<file path="src/rtl/perf_display_pkg.sv">
// rtl/perf_display_pkg.sv - shared types, digit count and hex segment table for perf_counter_display
package perf_display_pkg;

    typedef enum logic [1:0] {
        SEL_TOTAL   = 2'd0,
        SEL_COND    = 2'd1,
        SEL_UNCOND  = 2'd2,
        SEL_COND_OK = 2'd3
    } sel_t;

    localparam int NUM_DIGITS = 8;

    // Active-low {g,f,e,d,c,b,a} patterns for 0..F
    localparam logic [6:0] HEX_SEG [0:15] = '{
        7'h40, 7'h79, 7'h24, 7'h30, 7'h19, 7'h12, 7'h02, 7'h78,
        7'h00, 7'h10, 7'h08, 7'h03, 7'h46, 7'h21, 7'h06, 7'h0E
    };

endpackage

</file>
<file path="src/rtl/perf_bcd_conv.sv">
// rtl/perf_bcd_conv.sv - sequential 32-bit double-dabble converter (start/busy/done)
module perf_bcd_conv (
    input  logic        clk,
    input  logic        rst,
    input  logic        start,
    input  logic [31:0] value,
    output logic        done,
    output logic [31:0] bcd,
    output logic        overflow
);

    logic        busy;
    logic [4:0]  cnt;
    logic [31:0] bin;
    logic [39:0] work;
    logic [39:0] adj;
    logic [71:0] shifted;

    // Add-3 correction on every BCD digit >= 5, then shift the combined register left
    always_comb begin
        adj = work;
        for (int i = 0; i < 10; i++) begin
            if (work[4*i +: 4] >= 4'd5) begin
                adj[4*i +: 4] = work[4*i +: 4] + 4'd3;
            end
        end
        shifted = {adj[38:0], bin, 1'b0};
    end

    // One shift per cycle for 32 cycles; a new start always restarts from scratch
    always_ff @(posedge clk) begin
        if (rst) begin
            busy <= 1'b0;
            done <= 1'b0;
            cnt  <= '0;
            bin  <= '0;
            work <= '0;
        end else begin
            done <= 1'b0;
            if (start) begin
                busy <= 1'b1;
                cnt  <= '0;
                bin  <= value;
                work <= '0;
            end else if (busy) begin
                bin  <= shifted[31:0];
                work <= shifted[71:32];
                cnt  <= cnt + 5'd1;
                if (cnt == 5'd31) begin
                    busy <= 1'b0;
                    done <= 1'b1;
                end
            end
        end
    end

    // Low 8 decimal digits; anything in the top two digits means >= 100000000
    assign bcd      = work[31:0];
    assign overflow = |work[39:32];

endmodule

</file>
<file path="src/rtl/perf_counter_display.sv">
// rtl/perf_counter_display.sv - 8-digit 7-segment viewer for perf counters; PERF_DISPLAY_BCD_EN selects decimal output
module perf_counter_display
    import perf_display_pkg::*;
#(
    parameter int REFRESH_DIV     = 100000,
    parameter int DEBOUNCE_CYCLES = 500000
) (
    input  logic        clk,
    input  logic        rst,
    input  logic [31:0] total,
    input  logic [31:0] conditional,
    input  logic [31:0] unconditional,
    input  logic [31:0] conditional_success,
    input  logic        sel_btn,
    input  logic        freeze,
    output logic [7:0]  an,
    output logic [6:0]  seg,
    output logic        dp,
    output logic [3:0]  mode_led
);

    localparam int DIV_W = $clog2(REFRESH_DIV);
    localparam int DEB_W = $clog2(DEBOUNCE_CYCLES + 1);

    logic             btn_meta;
    logic             btn_sync;
    logic             btn_level;
    logic [DEB_W-1:0] deb_cnt;
    sel_t             sel;
    logic             sel_changed;
    logic [DIV_W-1:0] div;
    logic [2:0]       idx;
    logic [31:0]      snapshot;
    logic [31:0]      selected;
    logic [31:0]      disp_value;
    logic             overflow;
    logic             div_end;
    logic             frame_end;
    logic             load;

    // Two-flop synchroniser for the asynchronous button
    always_ff @(posedge clk) begin
        if (rst) begin
            btn_meta <= 1'b0;
            btn_sync <= 1'b0;
        end else begin
            btn_meta <= sel_btn;
            btn_sync <= btn_meta;
        end
    end

    // Accept a new level only after DEBOUNCE_CYCLES differing samples in a row; a press advances sel
    always_ff @(posedge clk) begin
        if (rst) begin
            btn_level   <= 1'b0;
            deb_cnt     <= '0;
            sel         <= SEL_TOTAL;
            sel_changed <= 1'b0;
        end else begin
            sel_changed <= 1'b0;
            if (btn_sync == btn_level) begin
                deb_cnt <= '0;
            end else if (deb_cnt == DEB_W'(DEBOUNCE_CYCLES - 1)) begin
                deb_cnt   <= '0;
                btn_level <= btn_sync;
                if (btn_sync) begin
                    sel         <= sel_t'(sel + 2'd1);
                    sel_changed <= 1'b1;
                end
            end else begin
                deb_cnt <= deb_cnt + DEB_W'(1);
            end
        end
    end

    // Counter selected for the next snapshot
    always_comb begin
        selected = total;
        case (sel)
            SEL_TOTAL:   selected = total;
            SEL_COND:    selected = conditional;
            SEL_UNCOND:  selected = unconditional;
            SEL_COND_OK: selected = conditional_success;
            default:     selected = total;
        endcase
    end

    assign div_end   = (div == DIV_W'(REFRESH_DIV - 1));
    assign frame_end = div_end && (idx == 3'(NUM_DIGITS - 1));
    assign load      = sel_changed || (frame_end && !freeze);

    // Digit scan: each digit stays lit for REFRESH_DIV cycles, scanning 0..7
    always_ff @(posedge clk) begin
        if (rst) begin
            div <= '0;
            idx <= '0;
        end else if (div_end) begin
            div <= '0;
            idx <= idx + 3'd1;
        end else begin
            div <= div + DIV_W'(1);
        end
    end

    // Snapshot at frame start so a frame never mixes old and new digits; a sel change loads immediately
    always_ff @(posedge clk) begin
        if (rst) begin
            snapshot <= '0;
        end else if (load) begin
            snapshot <= selected;
        end
    end

`ifdef PERF_DISPLAY_BCD_EN
    logic        bcd_start;
    logic        bcd_done;
    logic        bcd_ovf;
    logic [31:0] bcd_digits;
    logic [31:0] shown_bcd;
    logic        shown_ovf;

    perf_bcd_conv u_bcd (
        .clk      (clk),
        .rst      (rst),
        .start    (bcd_start),
        .value    (snapshot),
        .done     (bcd_done),
        .bcd      (bcd_digits),
        .overflow (bcd_ovf)
    );

    // Convert the snapshot once it settles; keep showing the last finished result meanwhile
    always_ff @(posedge clk) begin
        if (rst) begin
            bcd_start <= 1'b0;
            shown_bcd <= '0;
            shown_ovf <= 1'b0;
        end else begin
            bcd_start <= load;
            if (bcd_done) begin
                shown_bcd <= bcd_digits;
                shown_ovf <= bcd_ovf;
            end
        end
    end

    assign disp_value = shown_bcd;
    assign overflow   = shown_ovf;
`else
    assign disp_value = snapshot;
    assign overflow   = 1'b0;
`endif

    // Registered digit drive, one cycle behind idx
    always_ff @(posedge clk) begin
        if (rst) begin
            an  <= 8'hFE;
            seg <= 7'h40;
            dp  <= 1'b1;
        end else begin
            an  <= ~(8'b1 << idx);
            seg <= HEX_SEG[disp_value[{idx, 2'b00} +: 4]];
            dp  <= !(((idx == 3'd0) && freeze) || ((idx == 3'd7) && overflow));
        end
    end

    assign mode_led = 4'b0001 << sel;

endmodule

</file>
<file path="config.mk">
export PLATFORM = sky130hd
export DESIGN_NAME = perf_counter_display
export DESIGN_NICKNAME = d
export VERILOG_FILES = /design/src/rtl/perf_display_pkg.sv /design/src/rtl/perf_bcd_conv.sv /design/src/rtl/perf_counter_display.sv
export SDC_FILE = /design/constraint.sdc
export NUM_CORES = 1
export LEC_CHECK = 0
export CAP_MARGIN = 40
export CORE_MARGIN = 2
export CORE_UTILIZATION = 38
export DETAILED_ROUTE_END_ITERATION = 10
export PLACE_DENSITY = 0.66
export SYNTH_ARGS = -nofsm -noshare
export SYNTH_HDL_FRONTEND = slang
export SYNTH_HIERARCHICAL = 1
export SYNTH_SLANG_ARGS = --single-unit
</file>
<file path="constraint.sdc">
create_clock -name clk -period 6.2 [get_ports clk]
set_input_delay 0.93 -clock clk [delete_from_list [all_inputs] [get_ports clk]]
set_output_delay 0.93 -clock clk [all_outputs]
set_load 0.005 [all_outputs]
</file>
==> metrics <==
Pwr Density=194.7 mW/mm^2; first-pass GRT wire length=21.65 mm; vias in the first global route=4473; setup TNS=0 ns; boundary pin count=152; Die W=115.1 um; worst hold path type=reg2reg; worst rel slew slack=0.5163; family with the most delay on the worst path=multiplexers; post-synthesis sequential area ratio=0.3967; crit path DAT=between 3 and 4 ns; Sink Count=93; clk slew on worst S/H paths=~0.060 ns; vias per cell=5.326; crit-path most repeated cell=a211oi_1; CP Depth=6; WHS Path Cells=1; post-route minimum period=2.807 ns; Critical Path, Cell by Cell=mux4_2 -> mux2i_1 -> ha_1 -> nor3_1 -> a211oi_1 -> a211oi_1; YS warnings=6; Final Cell Area=~0.0066 mm^2; Worst Path Max Fanout=14; max-slew violations=0; Layout Skew=0.007556 ns; Cell Area, Placed=0.006290 mm^2; worst path bufs/invs=0; Distinct cells, synth=43; Post-DP HPWL=10.18 mm; effective utilization at floorplan=0.3907; CTS tree=done; most frequent cells in the layout=clkdlybuf4s50_1 (150), nand2_1 (117), dfxtp_1 (93); Yosys reg bits=a little over 90; Final nets=850; total number of vias=4538; final setup vio count=0; CTS H-Tree Depth=3; r2r worst-path depth=6; clock tree buffer depth=2; first drt pass iteration count=8; slew of the pin with the lowest slew margin=0.7245 ns; Gate Count Post-Synth=567; filler cell count=1133; commonest non-fill, non-tap cell in the layout=clkdlybuf4s50_1; Worst path slowest cell=dfxtp_1; Max-Cap Viols=0; Hold-fix buffers, CTS=0; CP required=6.45 ns; RSZ-0062 raised after global routing=false; Mapped Nets=717; post_cts resized=0; startpoint types=flip-flop; fin crit share=0.4528; total grt overflow=0; die area=0.01326 mm^2; fmax=356.2 MHz; largest net degree at the start of global routing=66; Leakage=2.314 nW; Peak VDD IR=0.0001265 V; synth-to-layout area growth=40.84%; DR WL/cell=around 16 um; cell row count=40; later-pin clock latency in the skew report=0.34 ns; Post-Syn Area=0.004693 mm^2; GPL Wtd Cong=0.8705; initial drt markers=roughly 400; outcome=complete, no violations; Port Buf Inserts=between 150 and 200; DRC violations left=0; gr usage total=0.2065; Die Height=115.1 um; Fin. Hold Viols=0; largest stage delay on the critical path=0.79 ns; CP startpoint=idx[0]; critical path capture point type=flip-flop; critical path type=reg2reg; Num CTS Buffers=9; ANT cells=0; Setup Buffers After CTS=0; Clock Tree Root=clkbuf_16; min-delay src=div[0]; antenna violations before repair=0; Synth Area per Inst=8.277 um^2; Final ANT Viol Nets=0; Placeable Area=roughly 0.012 mm^2; FF-to-FF Start=idx[0]; layout cells sized above 1=0.05390; Post-Route WL=13.29 mm
-- worst reg2reg max path: cells and delay by family (launching register included) --
| family | cells | cell delay (ns) |
|---|---|---|
| muxes | 2 | 1.05 |
| adders and majority gates | 1 | 0.35 |
| DFF | 1 | 0.79 |
| and+or+nand+nor | 1 | 0.23 |
| AOI/OAI and AO/OA | 2 | 0.30 |
-- layer usage --
layer	GRT usage	vias to the layer above	wire length (um)
met5	0	-	0
met1	0.2654	2096	5884
li1	-	2273	-
met4	0.06827	0	221
met3	0.04270	14	779
met2	0.3471	155	6407
-- flip-flops by register name, summed over array words and instances (netlist names) --
signal and cells:
idx 3, btn_meta 1, an 8, btn_level 1, div 17, btn_sync 1
disp_value 32, seg 7, sel 2, dp 1, sel_changed 1, deb_cnt 19
-- path summary, 6_finish.rpt --
kind	slack [ns]	to
worst min-delay path	0.45	div[0]
worst max register to register	3.39	seg[3]
worst max-delay path	3.39	seg[3]
worst min register to register	0.45	div[0]
-- synth_stat cells, drive strengths merged --
cell / n / area, um^2
nand2: 117 / 439.2
dfxtp: 93 / 1862
nor2: 57 / 214.0
a21oi: 39 / 195.2
o21ai: 34 / 170.2
a222oi: 32 / 320.3
clkbuf: 28 / 105.1
nand3: 19 / 95.09
ha: 18 / 225.2
xor2: 18 / 157.7
xnor2: 16 / 140.1
inv: 14 / 52.55
mux2i: 8 / 80.08
buf: 7 / 52.54
nor3: 7 / 35.03
nor4: 7 / 58.81
mux4: 6 / 135.1
and3: 5 / 31.28
nand2b: 5 / 31.28
nand4: 5 / 31.28
nor2b: 5 / 31.28
mux2: 4 / 45.04
or4: 3 / 26.27
a211oi: 2 / 15.01
a31oi: 2 / 12.51
nand4b: 2 / 17.52
o41ai: 2 / 17.52
a211o: 1 / 8.760
a21o: 1 / 8.760
a22o: 1 / 8.760
a22oi: 1 / 7.510
and4: 1 / 8.760
clkinv: 1 / 3.750
nand4bb: 1 / 11.26
nor4bb: 1 / 10.01
o22a: 1 / 8.760
o22ai: 1 / 6.260
o31ai: 1 / 7.510
or2: 1 / 6.260
-- cell families (layout without fill, tap and decap cells) --
logic type | Yosys count | in the layout | synth area share
and+or+nand+nor | 236 | 236 | 0.2231
AOI/OAI and AO/OA | 118 | 118 | 0.1677
DFF | 93 | 93 | 0.3967
buffers and inverters | 50 | 188 | 0.04558
xor gates and xnor gates | 34 | 34 | 0.06345
adders and majority gates | 18 | 18 | 0.04799
muxes | 18 | 18 | 0.05545
-- cell type report --
cell class / count / area, um^2 / area share
inverters: 15 / 56.30 / 0.008518
flip-flops and latches: 93 / 1862 / 0.2817
well taps: 147 / 183.9 / 0.02783
repair buffers: 157 / 1564 / 0.2366
clock buffers: 12 / 266.5 / 0.04032
multi-input cells: 424 / 2624 / 0.3969
clock inverters: 4 / 53.80 / 0.008139
-- report_power, final --
| group | switching, mW | internal (mW) | leakage, nW | total [mW] |
|---|---|---|---|---|
| combinational | 0.0308 | 0.0795 | 1.41 | 0.110 |
| clock | 0.228 | 0.347 | 0.151 | 0.574 |
| sequential | 0.00211 | 0.600 | 0.750 | 0.602 |
-- per-stage QoR --
step                hold WS (ns)  std cells    util  setup slack [ns]  power, mW
finish                    0.4503        852  0.5503             3.393      1.287
global route              0.4748        852  0.5503             3.113      1.326
CTS                       0.4518        852  0.5503             3.384      1.299
detailed placement        0.4391        836  0.5236             3.416     0.7259
global placement          0.4292        835  0.5220             3.399     0.7248
floorplan                 0.4138        567       -             3.853     0.6351
No activity file was read; power rests on OpenSTA's default activity.
